### src/rtl/ann_pkg.sv
// rtl/ann_pkg.sv - shared parameters and state encoding for the ANN weight path
//
// Purpose: default geometry of one neuron's weight BRAM and the weight fetch
// controller state encoding, imported by every file of the weight path.
// Ports: none (package).

package ann_pkg;

  localparam int ANN_DEPTH = 28;  // weight words per neuron BRAM
  localparam int ANN_AW    = 5;   // BRAM address width
  localparam int ANN_DW    = 16;  // weight word width

  typedef enum logic [1:0] {
    IDLE    = 2'd0,
    LOAD    = 2'd1,
    FETCH   = 2'd2,
    DONE_ST = 2'd3
  } wf_state_t;

endpackage

### src/rtl/weight_fetch_ctrl.sv
// rtl/weight_fetch_ctrl.sv - loads a neuron weight BRAM and streams it to the MAC
//
// Purpose: in LOAD, writes incoming LOAD_VALID beats to addresses 0..DEPTH-1;
// in FETCH, reads addresses 0..DEPTH-1 from a negedge-clocked BRAM and presents
// them as a valid/ready weight stream, one word per cycle when W_READY is high.
// Ports:
//   CLK, RST                 clock, asynchronous active-high reset
//   START, LOAD_START        fetch / load request pulses (honoured in IDLE only)
//   LOAD_VALID, LOAD_DATA    incoming weight words during LOAD
//   BRAM_ADDR/DI/EN/WE, DO   weight BRAM port (BRAM samples on negedge)
//   W_VALID/DATA/INDEX, W_READY  weight stream to the MAC
//   BUSY, DONE               not-idle flag, one-cycle completion pulse

module weight_fetch_ctrl
  import ann_pkg::*;
#(
  parameter int DEPTH = ANN_DEPTH,
  parameter int AW    = ANN_AW,
  parameter int DW    = ANN_DW
) (
  input  logic          CLK,
  input  logic          RST,
  input  logic          START,
  input  logic          LOAD_START,
  input  logic          LOAD_VALID,
  input  logic [DW-1:0] LOAD_DATA,
  output logic [AW-1:0] BRAM_ADDR,
  output logic [DW-1:0] BRAM_DI,
  output logic          BRAM_EN,
  output logic          BRAM_WE,
  input  logic [DW-1:0] BRAM_DO,
  output logic          W_VALID,
  output logic [DW-1:0] W_DATA,
  output logic [AW-1:0] W_INDEX,
  input  logic          W_READY,
  output logic          BUSY,
  output logic          DONE
);

  localparam logic [AW-1:0] LAST = AW'(DEPTH - 1);

  wf_state_t     state, state_n;
  logic [AW-1:0] rd_ptr, rd_n;
  logic [AW-1:0] wr_ptr, wr_n;
  logic          pending, pend_n;
  logic [AW-1:0] addr_n;
  logic [DW-1:0] di_n;
  logic          en_n, we_n;
  logic          wv_n;
  logic [DW-1:0] wd_n;
  logic [AW-1:0] wi_n;
  logic          capture, handshake;

  // A word read at the previous edge may be taken once the output slot is free.
  assign capture   = pending && (!W_VALID || W_READY);
  assign handshake = W_VALID && W_READY;

  assign BUSY = (state != IDLE);
  assign DONE = (state == DONE_ST);

  always_ff @(posedge CLK or posedge RST) begin
    if (RST) begin
      state     <= IDLE;
      rd_ptr    <= '0;
      wr_ptr    <= '0;
      pending   <= 1'b0;
      BRAM_ADDR <= '0;
      BRAM_DI   <= '0;
      BRAM_EN   <= 1'b0;
      BRAM_WE   <= 1'b0;
      W_VALID   <= 1'b0;
      W_DATA    <= '0;
      W_INDEX   <= '0;
    end else begin
      state     <= state_n;
      rd_ptr    <= rd_n;
      wr_ptr    <= wr_n;
      pending   <= pend_n;
      BRAM_ADDR <= addr_n;
      BRAM_DI   <= di_n;
      BRAM_EN   <= en_n;
      BRAM_WE   <= we_n;
      W_VALID   <= wv_n;
      W_DATA    <= wd_n;
      W_INDEX   <= wi_n;
    end
  end

  always_comb begin
    state_n = state;
    rd_n    = rd_ptr;
    wr_n    = wr_ptr;
    pend_n  = pending;
    addr_n  = BRAM_ADDR;
    di_n    = BRAM_DI;
    en_n    = 1'b0;
    we_n    = 1'b0;
    wv_n    = W_VALID;
    wd_n    = W_DATA;
    wi_n    = W_INDEX;

    unique case (state)
      IDLE: begin
        if (LOAD_START) begin
          state_n = LOAD;
          wr_n    = '0;
        end else if (START) begin
          state_n = FETCH;
          rd_n    = '0;
          pend_n  = 1'b0;
        end
      end

      LOAD: begin
        if (LOAD_VALID) begin
          addr_n = wr_ptr;
          di_n   = LOAD_DATA;
          en_n   = 1'b1;
          we_n   = 1'b1;
          if (wr_ptr == LAST) state_n = DONE_ST;
          else                wr_n    = wr_ptr + 1'b1;
        end
      end

      FETCH: begin
        en_n   = 1'b1;
        addr_n = rd_ptr;
        // BRAM_EN is still low on the first FETCH edge: issue address 0 there.
        if (!BRAM_EN) pend_n = 1'b1;
        if (handshake) wv_n = 1'b0;
        if (capture) begin
          wv_n = 1'b1;
          wd_n = BRAM_DO;
          wi_n = rd_ptr;
          if (rd_ptr != LAST) begin
            rd_n   = rd_ptr + 1'b1;
            addr_n = rd_ptr + 1'b1;
          end else begin
            pend_n = 1'b0;
          end
        end
        if (handshake && W_INDEX == LAST) begin
          state_n = DONE_ST;
          en_n    = 1'b0;
        end
      end

      DONE_ST: begin
        state_n = IDLE;
      end

      default: state_n = IDLE;
    endcase
  end

endmodule

### config.mk
export PLATFORM = sky130hd
export DESIGN_NAME = weight_fetch_ctrl
export DESIGN_NICKNAME = d
export VERILOG_FILES = /design/src/rtl/ann_pkg.sv /design/src/rtl/weight_fetch_ctrl.sv
export SDC_FILE = /design/constraint.sdc
export NUM_CORES = 1
export LEC_CHECK = 0
export CAP_MARGIN = 40
export CORE_MARGIN = 2
export CORE_UTILIZATION = 40
export CTS_BUF_LIST = sky130_fd_sc_hd__clkbuf_8
export CTS_CLUSTER_DIAMETER = 120
export CTS_CLUSTER_SIZE = 14
export DETAILED_ROUTE_END_ITERATION = 10
export PLACE_DENSITY = 0.7
export SETUP_SLACK_MARGIN = 0.02
export SLEW_MARGIN = 20
export SYNTH_ARGS = -nofsm -noshare
export SYNTH_HDL_FRONTEND = slang
export SYNTH_SLANG_ARGS = --single-unit
### constraint.sdc
create_clock -name CLK -period 4.1 [get_ports CLK]
set_input_delay 0.82 -clock CLK [delete_from_list [all_inputs] [get_ports CLK]]
set_output_delay 0.82 -clock CLK [all_outputs]
set_load 0.05 [all_outputs]
Word-level counts from Yosys, hierarchy flattened:

Index checks and enable logic that the tools add are counted.

* register bits after elaboration: 58
* bits of input ports: 38
* output and inout port bits: 47

* add/sub/neg operators: 2
* eq/ne operators: 14
* muxes and demuxes: 29
* reductions and logical operators: 18

Operators by type and width (count)
* two-way mux 5 bit: 8
* case mux 5 bit (2 select lines): 3
* != test 2 bit (second input constant): 7
* adder 5 x 1 -> 5 bit (second input constant): 2
* == test 5 bit (second input constant): 2
* two-way mux 1 bit: 10
* two-way mux 2 bit: 5
* nonzero test 2 bit: 5
* case mux 2 bit (4 select lines): 1
* AND reduction 2 bit: 4
* AND reduction 4 bit: 2
* != test 5 bit (second input constant): 1
* == test 2 bit (second input constant): 2
* case mux 1 bit (2 select lines): 2
* logical AND 1 bit: 3
* != test 3 bit (second input constant): 1
* AND reduction 3 bit: 1
* == test 2 x 1 -> 1 bit (second input constant): 1
* logical NOT 2 bit: 1
* logical NOT 1 bit: 1
* logical OR 1 bit: 1

Depth between registers and ports, before layout:

Gate-level depths: netlist of the first run.

* depth after elaboration: 5
* mapped depth: 8

Worst setup path after synthesis of the first run:

OpenSTA, ideal clock, no wires.

* path type: register -> output
* start point: register state[0]
* end point: output BUSY
* arrival: 1034 ps
* data required time: 3280 ps
* path slack: 2246 ps
* stages on the path, launching flop included: 4
* path buffers: 0
* cell sequence: dfrtp_1 > inv_1 > ha_1 > inv_1

* longest elaborated chain between the ends: 1

RTL lines
* start: declaration: line weight_fetch_ctrl.sv:42 `wf_state_t state, state_n;`
* start signal: assignment: line weight_fetch_ctrl.sv:75 `state <= state_n;`
* nonzero test 2 bit: line weight_fetch_ctrl.sv:58 `assign BUSY = (state != IDLE);`
* end: declaration: line weight_fetch_ctrl.sv:36 `output logic BUSY,`

No other way between the ends.

Final worst setup path of the first run:

Same ends and word-level chain as after synthesis.

==> results of run 1 <==
[placed cells by master (no fill, tap or decap), types with 2 or more instances in the layout]
cell type,Yosys,layout
a21oi_1,10,10
nand4_1,2,2
nor2_1,2,2
ha_1,6,6
o311ai_1,2,2
o21ai_1,3,3
mux2i_1,2,2
mux2_2,24,24
nand2b_1,2,2
nand2_1,17,17
and3_1,2,2
or3_1,4,4
nand4b_1,2,2
o21ai_0,20,20
nor3b_1,2,2
clkinv_2,0,3
clkdlybuf4s50_1,0,84
a22o_1,4,4
inv_2,1,2
clkbuf_8,0,10
inv_1,12,12
dfrtp_1,58,58
nor2b_1,2,2
mux2_4,13,13
nand3_1,10,10
[cells by family (layout without fill, tap and decap cells)]
group,count (synthesis),count (layout),synth area share [%]
AOI/OAI and AO/OA,48,48,11.0
xor gates and xnor gates,1,1,0.323
adders and majority gates,6,6,2.77
buffers and inverters,21,115,3.79
DFF,58,58,53.6
muxes,39,39,17.9
and+or+nand+nor,51,51,10.6
[through the flow]
stage,cell area (um^2),std cells,setup WS (ps),hold slack [ps]
5_1_grt,3810,395,1170,524
2_1_floorplan,2710,224,1850,509
6_report,3810,395,1270,506
3_3_place_gp,3600,378,1580,489
3_5_place_dp,3600,378,1530,492
4_1_cts,3790,394,1250,510
[worst max-delay path, delay by kind of cell (launching register included)]
family | cells | cell delay (ps)
adder cells (fa/ha/maj) | 1 | 260
buffers and inverters | 3 | 1020
flip-flops | 1 | 400
[final timing paths]
check                                      endpoint                     from  cells after the start  slack [ps]
max                                            BUSY     state[0]$_DFFE_PP0P_                      4        1270
min                         BRAM_DI[12]$_DFFE_PP0P_  BRAM_DI[12]$_DFFE_PP0P_                      1         510
max reg2reg                BRAM_ADDR[2]$_DFFE_PP0P_     state[1]$_DFFE_PP0P_                      7        2150
min reg2reg                 BRAM_DI[12]$_DFFE_PP0P_  BRAM_DI[12]$_DFFE_PP0P_                      1         510
max in group asynchronous    BRAM_DI[3]$_DFFE_PP0P_                      RST                      3        2350
min in group asynchronous    W_INDEX[4]$_DFFE_PP0P_                      RST                      2         940
[flip-flops by register name, indices dropped and copies added (netlist names), 2 cells and up]
signal and flops:
BRAM_ADDR 5, BRAM_DI 16, W_DATA 16, W_INDEX 5
rd_ptr 5, state 2, wr_ptr 5
[power groups by stage]
stage	Sequential [uW]	Combinational, uW	Clock [uW]
2_1_floorplan	1670	726	0
3_5_place_dp	993	2020	0
6_report	985	2020	520
4_1_cts	988	2020	530
5_1_grt	1020	2130	559
3_3_place_gp	985	1990	0
[metal layers]
layer,global-route usage [%],vias up
li1,-,979
met1,23.1,1016
met2,28.0,51
met3,4.76,8
met4,7.53,0
met5,0,-
[layout make-up]
cell class	count	area share, %
Sequential cell	58	38.1
Multi-Input combinational cell	145	30.3
Timing Repair Buffer	86	22.7
Clock buffer	10	3.61
Tap cell	77	2.53
Clock inverter	6	1.51
Inverter	13	1.28
==> impl_summary.txt, run 1 <==
----------------------------------------------------
[Yosys]
  Post-synthesis cell type with the largest combined area ... dfrtp_1
  Most numerous cell in the Yosys netlist ... dfrtp_1
  Number of storage elements in the synthesis netlist ... 58
  Primary flip-flop cell chosen by synthesis mapping ... dfrtp_1
  Proportion of register bits with asynchronous set or reset after synthesis ... 100%
  Cell Area, Synth ... 2710 um^2
  Cells taking the most area after synthesis ... dfrtp_1, mux2_2, mux2_4, o21ai_0, ha_1
  Yosys top cell area share ... 53.6%
  Number of instances in the synthesized netlist ... 224
  Synth cell types ... 41
  List of most frequent post-synthesis cells ... dfrtp_1, mux2_2, o21ai_0, nand2_1, mux2_4
  Syn Area/Cell ... 12.1 um^2
  Number of enable-type register cells in the synthesized netlist ... 0
  Number of warnings reported in the yosys synthesis log ... 0
  Post-Synthesis Net Count ... 268
  Part of the Yosys area used for sequential elements ... 53.6%

[Power]
  Clock share of power ... 14.7%
  Net Sw Power ... 1640 uW
  Power share of the sequential group ... 27.9%
  Int Pwr ... 1890 uW
  Power density over the cells ... 926 nW/um^2
  Leakage component of the power ... 0.00165 uW
  Maximum vdd ir drop ... 0.453 mV
  Net Sw Frac ... 46.5%
  Power, Total ... 3530 uW
  Part of the total power dissipated in combinational logic ... 57.3%

[Cells and area]
  Final core area utilization ... 59.0%
  Count of nets after finishing ... 357
  Count of fill cells added during filler insertion ... 545
  Share of layout cells above drive strength 1 ... 19.2%
  Ant. Diodes ... 0
  P&R area growth vs syn ... 40.6%
  Area of combinational cells with multiple inputs ... 1150 um^2
  Storage cell area ... 1450 um^2

[Drt]
  Number of violations reported at the end of detailed-routing iteration 0 ... 116
  DRC violation count after routing ... 0
  Detailed Routing Iterations Pass 1 ... 4
  Total via count in the routed design ... 2054
  Routed Antenna Nets ... 0
  Detailed route wirelength on metal3 ... 272 um
  Met1 Routed Length ... 2810 um
  Average wire per standard cell ... 16.0 um
  Aggregate routed wire length ... 6320 um
  Average vias per placed instance ... 5.20
  Detailed route wirelength on metal2 ... 3130 um
  Highest signal layer in the routed design ... met4

[Floorplan]
  Overall die area ... 7450 um^2
  Initial core utilization ... 41.9%
  Die height ... 86.3 um
  Num rows ... 29
  Number of top-level pins ... 85
  Die outline width ... 86.3 um
  Total core area ... 6460 um^2

[Clocking]
  TritonCTS clock tree ... yes
  Number of buffers added to fix hold violations after cts ... 0
  Latest clock arrival within the worst-skew pair ... 330 ps
  Count of instances resized after the clock tree is built ... 0
  Depth of the CTS H-tree ... 3
  Buffers inserted by post-CTS timing repair ... 0
  Clock Path Buffers ... 2
  Worst-path clk slew ... 70 ps
  Root buffer cell ... clkbuf_8
  CTS Sinks ... 58
  Clock buffers created by TritonCTS ... 9

[Worst setup path]
  Critical-path top delay cell ... clkdlybuf4s50_1
  Critical path, cell by cell ... inv_1 -> ha_1 -> inv_1 -> clkdlybuf4s50_1
  Crit Path Category ... reg2out
  Maximum fanout along the worst path ... 7
  Data required, critical path ... 3280 ps
  Max incr delay on CP ... 810 ps
  Crit path top cell by count ... inv_1
  Signal arrival time at the worst endpoint ... 2010 ps
  Category of the worst setup path capture point ... output port
  Kind of start point of the critical path ... flop

[STA]
  Final Setup Violations ... 0
  Final worst path period share ... 69.1%
  Shortest clock period the worst path allows after layout ... 2830 ps
  FMAX ... 0.353 GHz
  Number of max-slew violations in the final report ... 0
  Transition time at the pin with the least slew margin ... 730 ps
  Worst Clk Skew ... 8.03 ps
  Max-slew headroom at the worst pin ... 51.2%
  Unrepaired setup endpoints after global routing ... false
  Setup tns final ... 0 ps
  Number of endpoints with negative hold slack in the final report ... 0

[Placement]
  Global placement routability congestion ... 0.887
  Count of buffers from port buffering ... 84
  Final HPWL DP ... 4590 um

[Job]
  Number of max-cap violations ... 0

[Global routing]
  Total congestion overflow ... 0
  First-pass GRT wire length ... 9950 um
  Antenna violations before repair ... 0
  Vias in the first global route ... 2023
  GRT Overall Usage ... 17.7%
  Pin count of the biggest net entering global routing ... 35

[Min path]
  Class of the tightest hold or removal check ... reg2reg

[Outcome]
  Status ... finished clean

----------------------------------------------------
Power figures use the tool's default switching activity.
==> inputs of run 2 (changes only) <==
==> constraint.sdc (replaced) <==
create_clock -name CLK -period 2.8 [get_ports CLK]
set_input_delay 0.56 -clock CLK [delete_from_list [all_inputs] [get_ports CLK]]
set_output_delay 0.56 -clock CLK [all_outputs]
set_load 0.05 [all_outputs]
==> run 2 against run 1 <==
- clock-buffer cell count down 1
- utilization up 0.46 points
- worst setup slack worse by 1100 ps
- sequential share of layout area down 0.30 points
- final cell count up 0.25%
- sequential cell count unchanged
- non-clock buffer count up 1
==> impl_summary.txt, run 2 (synthesis results as in run 1) <==
----------------------------------------------------
[Power]
  Leakage component of the power ... 0.00166 uW (+0.11%)
  Maximum vdd ir drop ... 0.700 mV (+55%)
  Power density over the cells ... 1370 nW/um^2 (+48%)

[Job]
  Number of max-cap violations ... 0 (unchanged)

[Global routing]
  Total congestion overflow ... 0 (unchanged)
  Vias in the first global route ... 1984 (-1.9%)
  Pin count of the biggest net entering global routing ... 27 (-23%)
  GRT Overall Usage ... 17.2% (-0.48 points)
  Antenna violations before repair ... 0 (unchanged)
  First-pass GRT wire length ... 9660 um (-2.9%)

[Cells and area]
  P&R area growth vs syn ... 41.8%
  Leading cell types in the layout, fill and taps excluded ... clkdlybuf4s50_1, dfrtp_1, mux2_2
  Most common library cell in the layout ignoring fill and taps ... clkdlybuf4s50_1
  Final non-filler cell total ... 396 (+0.25%)
  Leading registers by flop count ... BRAM_DI x16, W_DATA x16
  Share of layout cells above drive strength 1 ... 19.7% (+0.57 points)
  Count of nets after finishing ... 358 (+0.28%)
  Final core area utilization ... 59.5% (+0.46 points)
  Ant. Diodes ... 0 (unchanged)
  Layout Cell Area excl Fill ... 3840 um^2 (+0.79%)

[Clocking]
  Clock buffers created by TritonCTS ... 9 (unchanged)
  Root buffer cell ... clkbuf_8
  Worst-path clk slew ... 80 ps (about the same)
  Latest clock arrival within the worst-skew pair ... 350 ps (+20 ps)
  CTS Sinks ... 58 (unchanged)
  TritonCTS clock tree ... yes
  Buffers inserted by post-CTS timing repair ... 0 (unchanged)
  Count of instances resized after the clock tree is built ... 0 (unchanged)
  Number of buffers added to fix hold violations after cts ... 0 (unchanged)
  Clock Path Buffers ... 2 (unchanged)
  Depth of the CTS H-tree ... 3 (unchanged)

[Worst setup path]
  Critical-path top delay cell ... clkdlybuf4s50_1
  Kind of start point of the critical path ... flop
  Category of the worst setup path capture point ... output port
  Reg2Reg Launch Point ... state[0]$_DFFE_PP0P_
  R2r setup slk ... 640 ps (-1510 ps)
  Maximum fanout along the worst path ... 7 (unchanged)
  Crit Path Category ... reg2out
  Endpoint of the most critical register-to-register path ... BRAM_ADDR[3]$_DFFE_PP0P_
  Critical path, cell by cell ... inv_1 -> ha_1 -> inv_1 -> clkdlybuf4s50_1
  Critical Path Start ... state[0]$_DFFE_PP0P_
  Crit path top cell by count ... inv_1
  Number of cell instances on the worst register-to-register path ... 7 (unchanged)
  Data required, critical path ... 2240 ps (-1040 ps)
  Signal arrival time at the worst endpoint ... 2040 ps (+30 ps)
  Max incr delay on CP ... 810 ps (about the same)

[STA]
  Number of max-slew violations in the final report ... 0 (unchanged)
  Number of endpoints with negative hold slack in the final report ... 0 (unchanged)
  Shortest clock period the worst path allows after layout ... 2600 ps
  Final worst path period share ... 92.9%
  Worst Clk Skew ... 7.18 ps (-0.847 ps)
  Final Setup Violations ... 0 (unchanged)
  FMAX ... 0.385 GHz
  Setup tns final ... 0 ps (unchanged)
  Max-slew headroom at the worst pin ... 58.1% (+6.9 points)
  Transition time at the pin with the least slew margin ... 628 ps (-102 ps)
  Post-route worst setup slack ... 200 ps (-1070 ps)
  Unrepaired setup endpoints after global routing ... false

[Drt]
  Detailed Routing Iterations Pass 1 ... 4 (unchanged)
  DRC violation count after routing ... 0 (unchanged)
  Highest signal layer in the routed design ... met4
  Aggregate routed wire length ... 6220 um (-1.6%)
  Average vias per placed instance ... 5.22 (+0.33%)
  Met1 Routed Length ... 2750 um (-2.2%)
  Total via count in the routed design ... 2066 (+0.58%)
  Detailed route wirelength on metal3 ... 276 um (+1.5%)
  Detailed route wirelength on metal2 ... 3070 um (-2.0%)
  Routed Antenna Nets ... 0 (unchanged)
  Average wire per standard cell ... 15.7 um (-1.9%)
  Number of violations reported at the end of detailed-routing iteration 0 ... 77 (-34%)

[Outcome]
  Status ... finished clean

[Floorplan]
  Initial core utilization ... 41.9% (unchanged)
  Total core area ... 6460 um^2 (unchanged)
  Number of top-level pins ... 85 (unchanged)
  Overall die area ... 7450 um^2 (unchanged)
  Die outline width ... 86.3 um (unchanged)
  Die height ... 86.3 um (unchanged)
  Num rows ... 29 (unchanged)

[Placement]
  Instance area at placement ... 3610 um^2 (+0.42%)
  Global placement routability congestion ... 0.843 (-5.0%)
  Final HPWL DP ... 4590 um (about the same)
  Pre-CTS setup slack ... 522 ps (-1000 ps)
  Count of buffers from port buffering ... 84 (unchanged)
  Number of placed instances with taps included ... 380 (+0.53%)

[Min path]
  Class of the tightest hold or removal check ... in2async

----------------------------------------------------
==> run 2: final cells by class <==
| cell class | count | area [um^2] |
|---|---|---|
| Multi-Input combinational cell | 145 | 1150 |
| Tap cell | 77 | 96.3 |
| Sequential cell | 58 | 1450 |
| Fill cell | 552 | 2620 |
| Clock buffer | 9 | 124 |
| Inverter | 13 | 48.8 |
| Clock inverter | 7 | 101 |
| Timing Repair Buffer | 87 | 863 |
==> run 2: metal layers <==
metal,track usage [%],vias up
li1,-,982
met1,22.2,1014
met2,27.4,59
met3,3.90,11
met4,8.81,0
met5,0,-
==> run 2: report_power, final <==
group | switching, uW | total, uW | internal (uW)
registers | 243 | 1440 | 1200
logic | 1820 | 2940 | 1130
clock network | 376 | 884 | 508
total | 2440 | 5270 | 2830
==> run 2: stage by stage <==
stage | hold slack, ps | total power, uW
after floorplan | 509 | 3510
after global placement | 488 | 4370
after detailed placement | 493 | 4410
after CTS | 438 | 5310
after global routing | 443 | 5520
final | 441 | 5270
==> run 2: how the worst max path moves through the flow <==
| stage | to | slack (ps) | depth (start not counted) |
|---|---|---|---|
| 6_report | BUSY | 200 | 4 |
| 4_1_cts | BUSY | 190 | 4 |
| 2_1_floorplan | BRAM_ADDR[0]$_DFFE_PP0P_ | 810 | 1 |
| 3_5_place_dp | W_DATA[5]$_DFFE_PP0P_ | 520 | 4 |
| 3_3_place_gp | W_DATA[7]$_DFFE_PP0P_ | 560 | 4 |
| 5_1_grt | BUSY | 120 | 4 |
==> run 2: critical path, delay by kind of cell (launching register included) <==
family     cells  cell delay [ps]
flops          1              400
buf+inv        3             1020
fa+ha+maj      1              270
==> inputs of run 3 (changes only) <==
--- a/config.mk
+++ b/config.mk
@@ -6,13 +6,15 @@
 export NUM_CORES = 1
 export LEC_CHECK = 0
 export CAP_MARGIN = 40
+export CORE_ASPECT_RATIO = 1.2
 export CORE_MARGIN = 2
-export CORE_UTILIZATION = 40
+export CORE_UTILIZATION = 48
 export CTS_BUF_LIST = sky130_fd_sc_hd__clkbuf_8
 export CTS_CLUSTER_DIAMETER = 120
 export CTS_CLUSTER_SIZE = 14
 export DETAILED_ROUTE_END_ITERATION = 10
-export PLACE_DENSITY = 0.7
+export PLACE_DENSITY = 0.82
+export RECOVER_POWER = 25
 export SETUP_SLACK_MARGIN = 0.02
 export SLEW_MARGIN = 20
 export SYNTH_ARGS = -nofsm -noshare
==> run 3 against run 2 <==
- first-iteration DRC count is 99% higher
- clock power is 2% higher
- critical endpoint unchanged
- utilization is 12 points higher
- largest cell class unchanged
- final area is 0.42% lower
- hold slack better by 64 ps
- non-clock buffer count is 1 lower
- routed wire length is 7.6% higher
- sequential cell count stayed put
==> impl_summary.txt, run 3 (synthesis results as in run 1) <==
----------------------------------------------------
[Clocking]
  Number of buffers added to fix hold violations after cts ... 0 (unchanged)
  Latest clock arrival within the worst-skew pair ... 340 ps (about the same)
  Clock buffers created by TritonCTS ... 9 (unchanged)
  Clock Path Buffers ... 2 (unchanged)
  Root buffer cell ... clkbuf_8
  Worst-path clk slew ... 60 ps (-20 ps)
  Depth of the CTS H-tree ... 3 (unchanged)
  Count of instances resized after the clock tree is built ... 0 (unchanged)
  Buffers inserted by post-CTS timing repair ... 0 (unchanged)
  TritonCTS clock tree ... yes
  CTS Sinks ... 58 (unchanged)

[Placement]
  Final HPWL DP ... 4610 um (+0.34%)
  Count of buffers from port buffering ... 84 (unchanged)
  Global placement routability congestion ... 0.861 (+2.2%)
  Pre-CTS setup slack ... 514 ps (-8.36 ps)
  Instance area at placement ... 3600 um^2 (-0.38%)

[Drt]
  Detailed Routing Iterations Pass 1 ... 4 (unchanged)
  Aggregate routed wire length ... 6690 um (+7.6%)
  Average wire per standard cell ... 17.6 um (+12%)
  Number of violations reported at the end of detailed-routing iteration 0 ... 153 (+99%)
  DRC violation count after routing ... 0 (unchanged)
  Average vias per placed instance ... 5.58 (+7.0%)
  Total via count in the routed design ... 2122 (+2.7%)
  Routed Antenna Nets ... 0 (unchanged)

[Cells and area]
  Ant. Diodes ... 0 (unchanged)
  Storage cell area ... 1450 um^2 (unchanged)
  Area of combinational cells with multiple inputs ... 1150 um^2 (unchanged)
  P&R area growth vs syn ... 41.2%
  Leading cell types in the layout, fill and taps excluded ... clkdlybuf4s50_1, dfrtp_1, mux2_2
  Share of layout cells above drive strength 1 ... 19.2% (-0.57 points)
  Count of fill cells added during filler insertion ... 393 (-29%)
  Layout Cell Area excl Fill ... 3820 um^2 (-0.42%)
  Leading registers by flop count ... BRAM_DI x16, W_DATA x16
  Count of nets after finishing ... 357 (-0.28%)
  Most common library cell in the layout ignoring fill and taps ... clkdlybuf4s50_1

[Min path]
  Startpoint of the tightest hold check path ... BRAM_DI[4]$_DFFE_PP0P_
  Min-Delay Endpoint ... BRAM_DI[4]$_DFFE_PP0P_
  Class of the tightest hold or removal check ... reg2reg
  Cell count of the worst hold path ... 1

[Job]
  Number of max-cap violations ... 0 (unchanged)

[Worst setup path]
  Maximum fanout along the worst path ... 7 (unchanged)
  Reg2Reg Launch Point ... state[0]$_DFFE_PP0P_
  Kind of start point of the critical path ... flop
  Endpoint of the most critical register-to-register path ... W_DATA[3]$_DFFE_PP0P_
  Category of the worst setup path capture point ... output port
  Signal arrival time at the worst endpoint ... 2010 ps (-30 ps)
  R2r setup slk ... 770 ps (+130 ps)
  Data required, critical path ... 2240 ps (about the same)
  Crit Path Category ... reg2out
  Number of cell instances on the worst register-to-register path ... 4 (-3)

[STA]
  Max-slew headroom at the worst pin ... 29.4% (-29 points)
  Setup tns final ... 0 ps (unchanged)
  Worst-case hold slack ... 505 ps (+63.7 ps)
  Worst Clk Skew ... 7.33 ps (+0.144 ps)
  Final Setup Violations ... 0 (unchanged)
  FMAX ... 0.388 GHz (+0.99%)
  Transition time at the pin with the least slew margin ... 1060 ps (+430 ps)
  Number of max-slew violations in the final report ... 0 (unchanged)
  Unrepaired setup endpoints after global routing ... false
  Number of endpoints with negative hold slack in the final report ... 0 (unchanged)
  Final worst path period share ... 92.0% (-0.91 points)
  Post-route worst setup slack ... 225 ps (+25.4 ps)
  Shortest clock period the worst path allows after layout ... 2570 ps (-25.4 ps)

[Global routing]
  Pin count of the biggest net entering global routing ... 45 (+67%)
  Vias in the first global route ... 2129 (+7.3%)
  GRT Overall Usage ... 22.2% (+4.9 points)
  Total congestion overflow ... 0 (unchanged)
  First-pass GRT wire length ... 10600 um (+9.8%)
  Antenna violations before repair ... 0 (unchanged)

[Floorplan]
  Number of top-level pins ... 85 (unchanged)
  Die outline width ... 72.6 um (-16%)
  Die height ... 86.3 um (unchanged)
  Overall die area ... 6260 um^2 (-16%)
  Num rows ... 29 (unchanged)
  Initial core utilization ... 50.4% (+8.5 points)
  Total core area ... 5370 um^2 (-17%)

[Power]
  Power density over the cells ... 1390 nW/um^2 (+1.7%)
  Power, Total ... 5330 uW (+1.2%)
  Leakage component of the power ... 0.00166 uW (+0.49%)
  Maximum vdd ir drop ... 0.706 mV (+0.79%)

[Outcome]
  Status ... finished clean

----------------------------------------------------
-- run 3: power breakdown --
part	switching [uW]	internal, uW	total (uW)
combinational	1850	1130	2980
clock	328	572	900
sequential	256	1200	1450
total	2440	2900	5330
-- run 3: metrics by stage --
step           util [%]  cells
2_1_floorplan         -    224
3_5_place_dp       67.1    364
3_3_place_gp       67.1    364
4_1_cts            71.5    380
5_1_grt            71.2    380
6_report           71.2    380
-- run 3: layout make-up --
| cell class | count | area share, % |
|---|---|---|
| Clock inverter | 4 | 1.90 |
| Clock buffer | 12 | 4.32 |
| Multi-Input combinational cell | 145 | 30.2 |
| Timing Repair Buffer | 86 | 22.3 |
| Sequential cell | 58 | 38.0 |
| Inverter | 13 | 1.28 |
| Tap cell | 62 | 2.03 |
-- run 3: worst max path at each step --
stage	start	cells after the start	end	slack [ps]
floorplan	RST	1	BRAM_ADDR[0]$_DFFE_PP0P_	810
global placement	W_READY	4	W_DATA[9]$_DFFE_PP0P_	590
detailed placement	W_READY	4	W_DATA[3]$_DFFE_PP0P_	510
CTS	state[0]$_DFFE_PP0P_	4	BUSY	220
global route	state[0]$_DFFE_PP0P_	4	BUSY	130
finish	state[0]$_DFFE_PP0P_	4	BUSY	230
-- run 3: routing by layer --
metal	track usage, %	vias to the layer above	wire, um
met5	0	-	0
met4	8.25	0	84
met3	6.05	12	480
met2	36.8	92	3400
met1	27.6	1035	2730
li1	-	983	-
-- run 3: worst max-delay path, stage by stage, from the launching register on --
cell and delay [ps]:
dfrtp_1 400, inv_1 80, ha_1 260, inv_1 130, clkdlybuf4s50_1 810
